## src/rtl/flash_master_if.sv

```systemverilog
// Request/response and Avalon-MM (data + CSR) signal bundle for the flash master.
// The master modport is the flash_master view; slave is the requester/flash side.
interface flash_master_if;
  logic        req_read;
  logic        req_write;
  logic [15:0] req_addr;
  logic [7:0]  req_count;
  logic [31:0] req_wdata;
  logic        busy;
  logic [31:0] rd_data;
  logic        rd_valid;
  logic        done;
  logic        error;

  logic [15:0] avmm_data_addr;
  logic        avmm_data_read;
  logic        avmm_data_write;
  logic [31:0] avmm_data_writedata;
  logic [1:0]  avmm_data_burstcount;
  logic [31:0] avmm_data_readdata;
  logic        avmm_data_waitrequest;
  logic        avmm_data_readdatavalid;

  logic        avmm_csr_addr;
  logic        avmm_csr_read;
  logic        avmm_csr_write;
  logic [31:0] avmm_csr_writedata;
  logic [31:0] avmm_csr_readdata;

  modport master (
    input  req_read, req_write, req_addr, req_count, req_wdata,
    output busy, rd_data, rd_valid, done, error,
    output avmm_data_addr, avmm_data_read, avmm_data_write, avmm_data_writedata,
    output avmm_data_burstcount,
    input  avmm_data_readdata, avmm_data_waitrequest, avmm_data_readdatavalid,
    output avmm_csr_addr, avmm_csr_read, avmm_csr_write, avmm_csr_writedata,
    input  avmm_csr_readdata
  );

  modport slave (
    output req_read, req_write, req_addr, req_count, req_wdata,
    input  busy, rd_data, rd_valid, done, error,
    input  avmm_data_addr, avmm_data_read, avmm_data_write, avmm_data_writedata,
    input  avmm_data_burstcount,
    output avmm_data_readdata, avmm_data_waitrequest, avmm_data_readdatavalid,
    input  avmm_csr_addr, avmm_csr_read, avmm_csr_write, avmm_csr_writedata,
    output avmm_csr_readdata
  );
endinterface

```

## src/rtl/flash_master.sv

```systemverilog
// On-chip flash master: burst reads (2 words per burst max) and single-word writes
// wrapped in CSR unlock / status polling / relock.
module flash_master #(
  parameter logic [31:0] CTRL_UNLOCK = 32'hF07FFFFF,
  parameter logic [31:0] CTRL_LOCK   = 32'hFFFFFFFF,
  parameter logic [15:0] POLL_LIMIT  = 16'd65535
) (
  input logic            clock,
  input logic            reset_n,
  flash_master_if.master bus_io
);

  typedef enum logic [3:0] {
    StIdle, StRdCmd, StRdData, StWrUnlock, StWrData,
    StWrPollReq, StWrPollChk, StWrLock, StDone
  } state_e;

  state_e      state_q, state_d;
  logic [15:0] addr_q, addr_d;
  logic [8:0]  remain_q, remain_d;  // 1..256 words still to read
  logic [31:0] wdata_q, wdata_d;
  logic [1:0]  burst_q, burst_d;
  logic [1:0]  beats_q, beats_d;
  logic [15:0] polls_q, polls_d;
  logic        error_q, error_d;
  logic [31:0] rd_data_q;
  logic        rd_valid_q;

  logic [1:0]  burst_now;
  logic [1:0]  beats_inc;
  logic        data_read, data_write, csr_read, csr_write, csr_addr;
  logic [1:0]  burstcount;
  logic [31:0] data_wdata, csr_wdata;
  logic [31:0] status;
  logic        unused_status;

  assign status        = bus_io.avmm_csr_readdata;
  assign unused_status = ^{status[31:4], status[2]};
  assign burst_now     = (remain_q >= 9'd2) ? 2'd2 : 2'd1;
  assign beats_inc     = beats_q + 2'd1;

  always_comb begin
    state_d    = state_q;
    addr_d     = addr_q;
    remain_d   = remain_q;
    wdata_d    = wdata_q;
    burst_d    = burst_q;
    beats_d    = beats_q;
    polls_d    = polls_q;
    error_d    = error_q;
    data_read  = 1'b0;
    data_write = 1'b0;
    burstcount = 2'd0;
    data_wdata = 32'd0;
    csr_read   = 1'b0;
    csr_write  = 1'b0;
    csr_addr   = 1'b0;
    csr_wdata  = 32'd0;

    unique case (state_q)
      StIdle: begin
        if (bus_io.req_read) begin
          addr_d   = bus_io.req_addr;
          remain_d = (bus_io.req_count == 8'd0) ? 9'd256 : {1'b0, bus_io.req_count};
          error_d  = 1'b0;
          state_d  = StRdCmd;
        end else if (bus_io.req_write) begin
          addr_d  = bus_io.req_addr;
          wdata_d = bus_io.req_wdata;
          error_d = 1'b0;
          state_d = StWrUnlock;
        end
      end
      StRdCmd: begin
        data_read  = 1'b1;
        burstcount = burst_now;
        if (!bus_io.avmm_data_waitrequest) begin
          burst_d = burst_now;
          beats_d = 2'd0;
          state_d = StRdData;
        end
      end
      StRdData: begin
        if (bus_io.avmm_data_readdatavalid) begin
          beats_d = beats_inc;
          if (beats_inc == burst_q) begin
            addr_d   = addr_q + {14'd0, burst_q};
            remain_d = remain_q - {7'd0, burst_q};
            state_d  = (remain_q == {7'd0, burst_q}) ? StDone : StRdCmd;
          end
        end
      end
      StWrUnlock: begin
        csr_write = 1'b1;
        csr_addr  = 1'b1;
        csr_wdata = CTRL_UNLOCK;
        state_d   = StWrData;
      end
      StWrData: begin
        data_write = 1'b1;
        burstcount = 2'd1;
        data_wdata = wdata_q;
        if (!bus_io.avmm_data_waitrequest) begin
          polls_d = 16'd0;
          state_d = StWrPollReq;
        end
      end
      StWrPollReq: begin
        csr_read = 1'b1;
        state_d  = StWrPollChk;
      end
      StWrPollChk: begin
        // Status bits [1:0] non-zero means the flash is still busy.
        if (status[1:0] != 2'b00) begin
          if (polls_q < POLL_LIMIT) begin
            polls_d = polls_q + 16'd1;
            state_d = StWrPollReq;
          end else begin
            error_d = 1'b1;
            state_d = StWrLock;
          end
        end else begin
          error_d = ~status[3];
          state_d = StWrLock;
        end
      end
      StWrLock: begin
        csr_write = 1'b1;
        csr_addr  = 1'b1;
        csr_wdata = CTRL_LOCK;
        state_d   = StDone;
      end
      StDone:  state_d = StIdle;
      default: state_d = StIdle;
    endcase
  end

  always_ff @(posedge clock or negedge reset_n) begin
    if (!reset_n) begin
      state_q    <= StIdle;
      addr_q     <= 16'd0;
      remain_q   <= 9'd0;
      wdata_q    <= 32'd0;
      burst_q    <= 2'd0;
      beats_q    <= 2'd0;
      polls_q    <= 16'd0;
      error_q    <= 1'b0;
      rd_data_q  <= 32'd0;
      rd_valid_q <= 1'b0;
    end else begin
      state_q    <= state_d;
      addr_q     <= addr_d;
      remain_q   <= remain_d;
      wdata_q    <= wdata_d;
      burst_q    <= burst_d;
      beats_q    <= beats_d;
      polls_q    <= polls_d;
      error_q    <= error_d;
      rd_valid_q <= (state_q == StRdData) && bus_io.avmm_data_readdatavalid;
      if ((state_q == StRdData) && bus_io.avmm_data_readdatavalid) begin
        rd_data_q <= bus_io.avmm_data_readdata;
      end
    end
  end

  assign bus_io.busy                 = (state_q != StIdle);
  assign bus_io.done                 = (state_q == StDone);
  assign bus_io.error                = error_q;
  assign bus_io.rd_data              = rd_data_q;
  assign bus_io.rd_valid             = rd_valid_q;
  assign bus_io.avmm_data_addr       = addr_q;
  assign bus_io.avmm_data_read       = data_read;
  assign bus_io.avmm_data_write      = data_write;
  assign bus_io.avmm_data_writedata  = data_wdata;
  assign bus_io.avmm_data_burstcount = burstcount;
  assign bus_io.avmm_csr_addr        = csr_addr;
  assign bus_io.avmm_csr_read        = csr_read;
  assign bus_io.avmm_csr_write       = csr_write;
  assign bus_io.avmm_csr_writedata   = csr_wdata;

endmodule

```

## src/flat_wrapper.sv

```systemverilog
// flat-port wrapper written by rule: the top's interface ports become plain ports
module flash_master_flat 
#(
  parameter logic [31:0] CTRL_UNLOCK = 32'hF07FFFFF,
  parameter logic [31:0] CTRL_LOCK   = 32'hFFFFFFFF,
  parameter logic [15:0] POLL_LIMIT  = 16'd65535
)
  (clock, reset_n, bus_io_req_read, bus_io_req_write, bus_io_req_addr, bus_io_req_count, bus_io_req_wdata, bus_io_busy, bus_io_rd_data, bus_io_rd_valid, bus_io_done, bus_io_error, bus_io_avmm_data_addr, bus_io_avmm_data_read, bus_io_avmm_data_write, bus_io_avmm_data_writedata, bus_io_avmm_data_burstcount, bus_io_avmm_data_readdata, bus_io_avmm_data_waitrequest, bus_io_avmm_data_readdatavalid, bus_io_avmm_csr_addr, bus_io_avmm_csr_read, bus_io_avmm_csr_write, bus_io_avmm_csr_writedata, bus_io_avmm_csr_readdata);
  flash_master_if bus_io_i ();
  input logic clock;
  input logic reset_n;
  input wire logic [$bits(bus_io_i.req_read)-1:0] bus_io_req_read;
  input wire logic [$bits(bus_io_i.req_write)-1:0] bus_io_req_write;
  input wire logic [$bits(bus_io_i.req_addr)-1:0] bus_io_req_addr;
  input wire logic [$bits(bus_io_i.req_count)-1:0] bus_io_req_count;
  input wire logic [$bits(bus_io_i.req_wdata)-1:0] bus_io_req_wdata;
  output wire logic [$bits(bus_io_i.busy)-1:0] bus_io_busy;
  output wire logic [$bits(bus_io_i.rd_data)-1:0] bus_io_rd_data;
  output wire logic [$bits(bus_io_i.rd_valid)-1:0] bus_io_rd_valid;
  output wire logic [$bits(bus_io_i.done)-1:0] bus_io_done;
  output wire logic [$bits(bus_io_i.error)-1:0] bus_io_error;
  output wire logic [$bits(bus_io_i.avmm_data_addr)-1:0] bus_io_avmm_data_addr;
  output wire logic [$bits(bus_io_i.avmm_data_read)-1:0] bus_io_avmm_data_read;
  output wire logic [$bits(bus_io_i.avmm_data_write)-1:0] bus_io_avmm_data_write;
  output wire logic [$bits(bus_io_i.avmm_data_writedata)-1:0] bus_io_avmm_data_writedata;
  output wire logic [$bits(bus_io_i.avmm_data_burstcount)-1:0] bus_io_avmm_data_burstcount;
  input wire logic [$bits(bus_io_i.avmm_data_readdata)-1:0] bus_io_avmm_data_readdata;
  input wire logic [$bits(bus_io_i.avmm_data_waitrequest)-1:0] bus_io_avmm_data_waitrequest;
  input wire logic [$bits(bus_io_i.avmm_data_readdatavalid)-1:0] bus_io_avmm_data_readdatavalid;
  output wire logic [$bits(bus_io_i.avmm_csr_addr)-1:0] bus_io_avmm_csr_addr;
  output wire logic [$bits(bus_io_i.avmm_csr_read)-1:0] bus_io_avmm_csr_read;
  output wire logic [$bits(bus_io_i.avmm_csr_write)-1:0] bus_io_avmm_csr_write;
  output wire logic [$bits(bus_io_i.avmm_csr_writedata)-1:0] bus_io_avmm_csr_writedata;
  input wire logic [$bits(bus_io_i.avmm_csr_readdata)-1:0] bus_io_avmm_csr_readdata;
  assign bus_io_i.req_read = bus_io_req_read;
  assign bus_io_i.req_write = bus_io_req_write;
  assign bus_io_i.req_addr = bus_io_req_addr;
  assign bus_io_i.req_count = bus_io_req_count;
  assign bus_io_i.req_wdata = bus_io_req_wdata;
  assign bus_io_busy = bus_io_i.busy;
  assign bus_io_rd_data = bus_io_i.rd_data;
  assign bus_io_rd_valid = bus_io_i.rd_valid;
  assign bus_io_done = bus_io_i.done;
  assign bus_io_error = bus_io_i.error;
  assign bus_io_avmm_data_addr = bus_io_i.avmm_data_addr;
  assign bus_io_avmm_data_read = bus_io_i.avmm_data_read;
  assign bus_io_avmm_data_write = bus_io_i.avmm_data_write;
  assign bus_io_avmm_data_writedata = bus_io_i.avmm_data_writedata;
  assign bus_io_avmm_data_burstcount = bus_io_i.avmm_data_burstcount;
  assign bus_io_i.avmm_data_readdata = bus_io_avmm_data_readdata;
  assign bus_io_i.avmm_data_waitrequest = bus_io_avmm_data_waitrequest;
  assign bus_io_i.avmm_data_readdatavalid = bus_io_avmm_data_readdatavalid;
  assign bus_io_avmm_csr_addr = bus_io_i.avmm_csr_addr;
  assign bus_io_avmm_csr_read = bus_io_i.avmm_csr_read;
  assign bus_io_avmm_csr_write = bus_io_i.avmm_csr_write;
  assign bus_io_avmm_csr_writedata = bus_io_i.avmm_csr_writedata;
  assign bus_io_i.avmm_csr_readdata = bus_io_avmm_csr_readdata;
  flash_master #(.CTRL_UNLOCK(CTRL_UNLOCK), .CTRL_LOCK(CTRL_LOCK), .POLL_LIMIT(POLL_LIMIT)) u_core (.clock(clock), .reset_n(reset_n), .bus_io(bus_io_i));
endmodule
```

## config.mk

```make
export PLATFORM = sky130hd
export DESIGN_NAME = flash_master_flat
export DESIGN_NICKNAME = d
export VERILOG_FILES = /design/src/rtl/flash_master_if.sv /design/src/rtl/flash_master.sv /design/src/flat_wrapper.sv
export SDC_FILE = /design/constraint.sdc
export NUM_CORES = 1
export LEC_CHECK = 0
export ABC_AREA = 1
export CELL_PAD_IN_SITES_DETAIL_PLACEMENT = 0
export CELL_PAD_IN_SITES_GLOBAL_PLACEMENT = 1
export CORE_MARGIN = 2
export CORE_UTILIZATION = 28
export CTS_CLUSTER_DIAMETER = 120
export DETAILED_ROUTE_END_ITERATION = 16
export GPL_ROUTABILITY_DRIVEN = 0
export GPL_TIMING_DRIVEN = 0
export PLACE_DENSITY_LB_ADDON = 0.1
export RECOVER_POWER = 50
export SYNTH_ARGS = -nofsm -noshare
export SYNTH_HDL_FRONTEND = slang
export SYNTH_SLANG_ARGS = --single-unit
```

## constraint.sdc

```tcl
create_clock -name clock -period 1.9 [get_ports clock]
set_input_delay 0.19 -clock clock [delete_from_list [all_inputs] [get_ports clock]]
set_output_delay 0.19 -clock clock [all_outputs]
set_load 0.02 [all_outputs]
```

==> results.ini <==
[yosys]
async_flop_share = 1.00
ys_seq_area_frac = 0.454
ys_ff_latch = 115
syn_inst = 869
synth_flop_cell = dfrtp_1
synth-edff-count = 0
synthesis.area_sq_um = 6340
synth_top_cell_by_area = dfrtp_1
yosysMostFrequentCell = nand2_1
synth_nets = 1002
avgSynthCellArea_sq_um = 7.29
synth_top_area_share = 0.454
yosysUniqueCellTypes = 38
ys_top_cells_by_area = dfrtp_1 45%, nand2_1 19%, nor2_1 6.6%
synth_common_cells = 323 x nand2_1, 115 x dfrtp_1, 111 x nor2_1, 76 x inv_1, 42 x nand3_1
synth-warning-count = 0

[detailed_routing]
via_per_inst = 4.42
drtAntennaViolNets = 0
vias = 6364
dr.first_iter.drc_count = 269
drtPass1Iterations = 4
post-route-drc-count = 0
wl_mm = 21.1
wire_per_inst_microns = 14.7

[clock_tree]
clkLatencyLatePin_ns = 0.41
clkTransAtPathRegs_ns = 0.06
ctsRootBufferMaster = clkbuf_16
clockBufferDepth = 2
cts_tree = yes
htree_levels = 4
cts_made_buffers = 17
cts.sinks = 115

[sta]
worst-slew-pin-transition_ns = 0.975
setup_tns_ns = -4.11
grt_setup_unrepaired = true
skew_ns = 0.0107
setup_ws_ns = -0.158
hold_viol = 0
min_period_over_period = 1.08
setup_viol_count_final = 32
max_freq_mhz = 486
min_period_ns = 2.06
maxSlewHeadroom = 0.350
drv_slew = 0

[die]
ios = 249
die_h_microns = 154
core_sq_um = 22400
dieArea_sq_um = 23900
chipWidth_microns = 154
fp-row-count = 55
initial_utilization = 0.283

[worst_setup_path]
worst_path_max_delay_cell = dfrtp_2
cp_common_cell = nor2_4
crit_start = u_core.state_q[1]$_DFFE_PN0P_
startpoint_type = register
crit_required_ns = 1.71
worstPathCellList = nor2_4 > inv_2 > nor2_4 > clkinv_4 > clkbuf_16 > nor2_4 > buf_6
end_kind = output port
arrival_ns = 1.87
r2r-start = u_core.burst_q[0]$_DFFE_PN0P_
worstReg2RegEnd = u_core.bus_io.avmm_data_addr[12]$_DFFE_PN0P_
r2r.worst_path.cells = 12
crit_end = bus_io_avmm_data_writedata[30]
reg2reg_setup_slack_ns = 0.08
cpPeakStageDelay_ns = 0.47
path_class = register to output port
critPathMaxFanout = 5

[run_status]
violations = setup timing
outcome = finished, violations left

[finish]
syn2layout_area_growth_pct = 60.4
nets = 1274
fin_cells = 1439
drive_gt1_frac = 0.232
n_antenna_cell = 0

[pwr]
p_per_area_nw_per_um2 = 1620
ir_drop_mv = 0.589
power_leakage_nw = 4.94
power_mw = 16.5

[placement]
dp.cells = 1374
dpl_worst_slack_ns = -0.586
hpwlAfterDp_mm = 14.9
io_buffers = 219

[flow_run]
cap_violations = 0

[global_route]
grt_pass1_wl_mm = 33.3
grt_max_degree = 82
antenna_found_initial = 0
grt_overflow = 0
grt_pass1_vias = 6349
grt_usage = 0.176

[worst_hold_path]
hp-start = bus_io_avmm_data_readdata[13]
hold_path_class = primary input to register

[cell type report]
cell class / instances / area (sq um)
fillers: 2324 / 12300
multi-input cells: 617 / 3160
flip-flops and latches: 115 / 2880
repair buffers: 250 / 2410
clock buffers: 18 / 429
plain buffers: 58 / 429
well taps: 285 / 357
inverters: 81 / 312
clock inverters: 14 / 179
repair inverters: 1 / 11.3
[registers in the layout, summed over array words and instances, names as in the netlist, 2 cells and up]
| name | cells |
|---|---|
| u_core.remain_q | 9 |
| u_core.burst_q | 2 |
| u_core.wdata_q | 32 |
| u_core.state_q | 4 |
| u_core.bus_io.avmm_data_addr | 16 |
| u_core.polls_q | 16 |
| u_core.beats_q | 2 |
| u_core.bus_io.rd_data | 32 |
[power breakdown]
part	switching, mW	internal (mW)
logic	5.10	3.80
registers	0.765	3.43
clock network	1.28	2.08
total	7.14	9.31
[worst min path at each step]
stage | cells after the start | endpoint
2_1_floorplan | 0 | u_core.beats_q[0]$_DFFE_PN0P_
3_3_place_gp | 2 | u_core.bus_io.rd_data[13]$_DFFE_PN0P_
3_5_place_dp | 1 | u_core.remain_q[6]$_DFFE_PN0P_
4_1_cts | 2 | u_core.remain_q[6]$_DFFE_PN0P_
5_1_grt | 3 | u_core.bus_io.rd_data[20]$_DFFE_PN0P_
6_report | 3 | u_core.bus_io.rd_data[13]$_DFFE_PN0P_
[critical path, delay by kind of cell (launching register included)]
kind | cells | cell delay (ns)
flip-flops | 1 | 0.47
buffers and inverters | 4 | 0.56
AND/OR/NAND/NOR | 3 | 0.42
[layout by cell type, fill, tap and decap left out, types with 6 or more instances in the layout]
| cell | n |
|---|---|
| o21ai_0 | 19 |
| inv_2 | 6 |
| clkbuf_16 | 20 |
| dfrtp_1 | 110 |
| o21bai_1 | 6 |
| dlygate4sd2_1 | 6 |
| xor2_1 | 8 |
| inv_1 | 73 |
| buf_6 | 35 |
| o21ai_1 | 10 |
| clkdlybuf4s50_1 | 145 |
| nand2_1 | 320 |
| a21oi_1 | 38 |
| nor2_2 | 8 |
| nor2_4 | 40 |
| nand4_1 | 11 |
| nand2_2 | 6 |
| nand3_1 | 40 |
| clkbuf_2 | 32 |
| buf_4 | 57 |
| nor2_1 | 73 |
| buf_2 | 14 |
[cells by family (layout without fill, tap and decap cells)]
group | count (synthesis) | in the layout | synth area share
AOI/OAI and AO/OA | 82 | 82 | 0.0697
DFF | 115 | 115 | 0.454
buffers and inverters | 139 | 422 | 0.108
adders and majority gates | 7 | 7 | 0.0162
and+or+nand+nor | 515 | 517 | 0.337
xor gates and xnor gates | 11 | 11 | 0.0152
[per-layer routing]
layer | up-vias | global-route usage | part of all wire
li1 | 3228 | - | -
met1 | 2952 | 0.228 | 0.46
met2 | 166 | 0.275 | 0.44
met3 | 18 | 0.0664 | 0.084
met4 | 0 | 0.0489 | 0.011
met5 | - | 0 | 0
[metrics by stage]
| stage | util | hold slack (ns) | area, sq um |
|---|---|---|---|
| 2_1_floorplan | - | -0.106 | 6350 |
| 3_3_place_gp | 0.396 | 0.453 | 8890 |
| 3_5_place_dp | 0.398 | 0.119 | 8920 |
| 4_1_cts | 0.431 | 0.263 | 9680 |
| 5_1_grt | 0.453 | 0.316 | 10200 |
| 6_report | 0.453 | 0.312 | 10200 |
[repair_timing]
item                                   CTS  global route
endpoints found under the hold margin   34             0
setup buffers                           13            13
cloned                                   2             4
gates resized for setup                251           181
setup endpoints to repair              108           132
hold buffers                             1             0
pin swaps                                5            10
(Power assumes the default switching activity.)
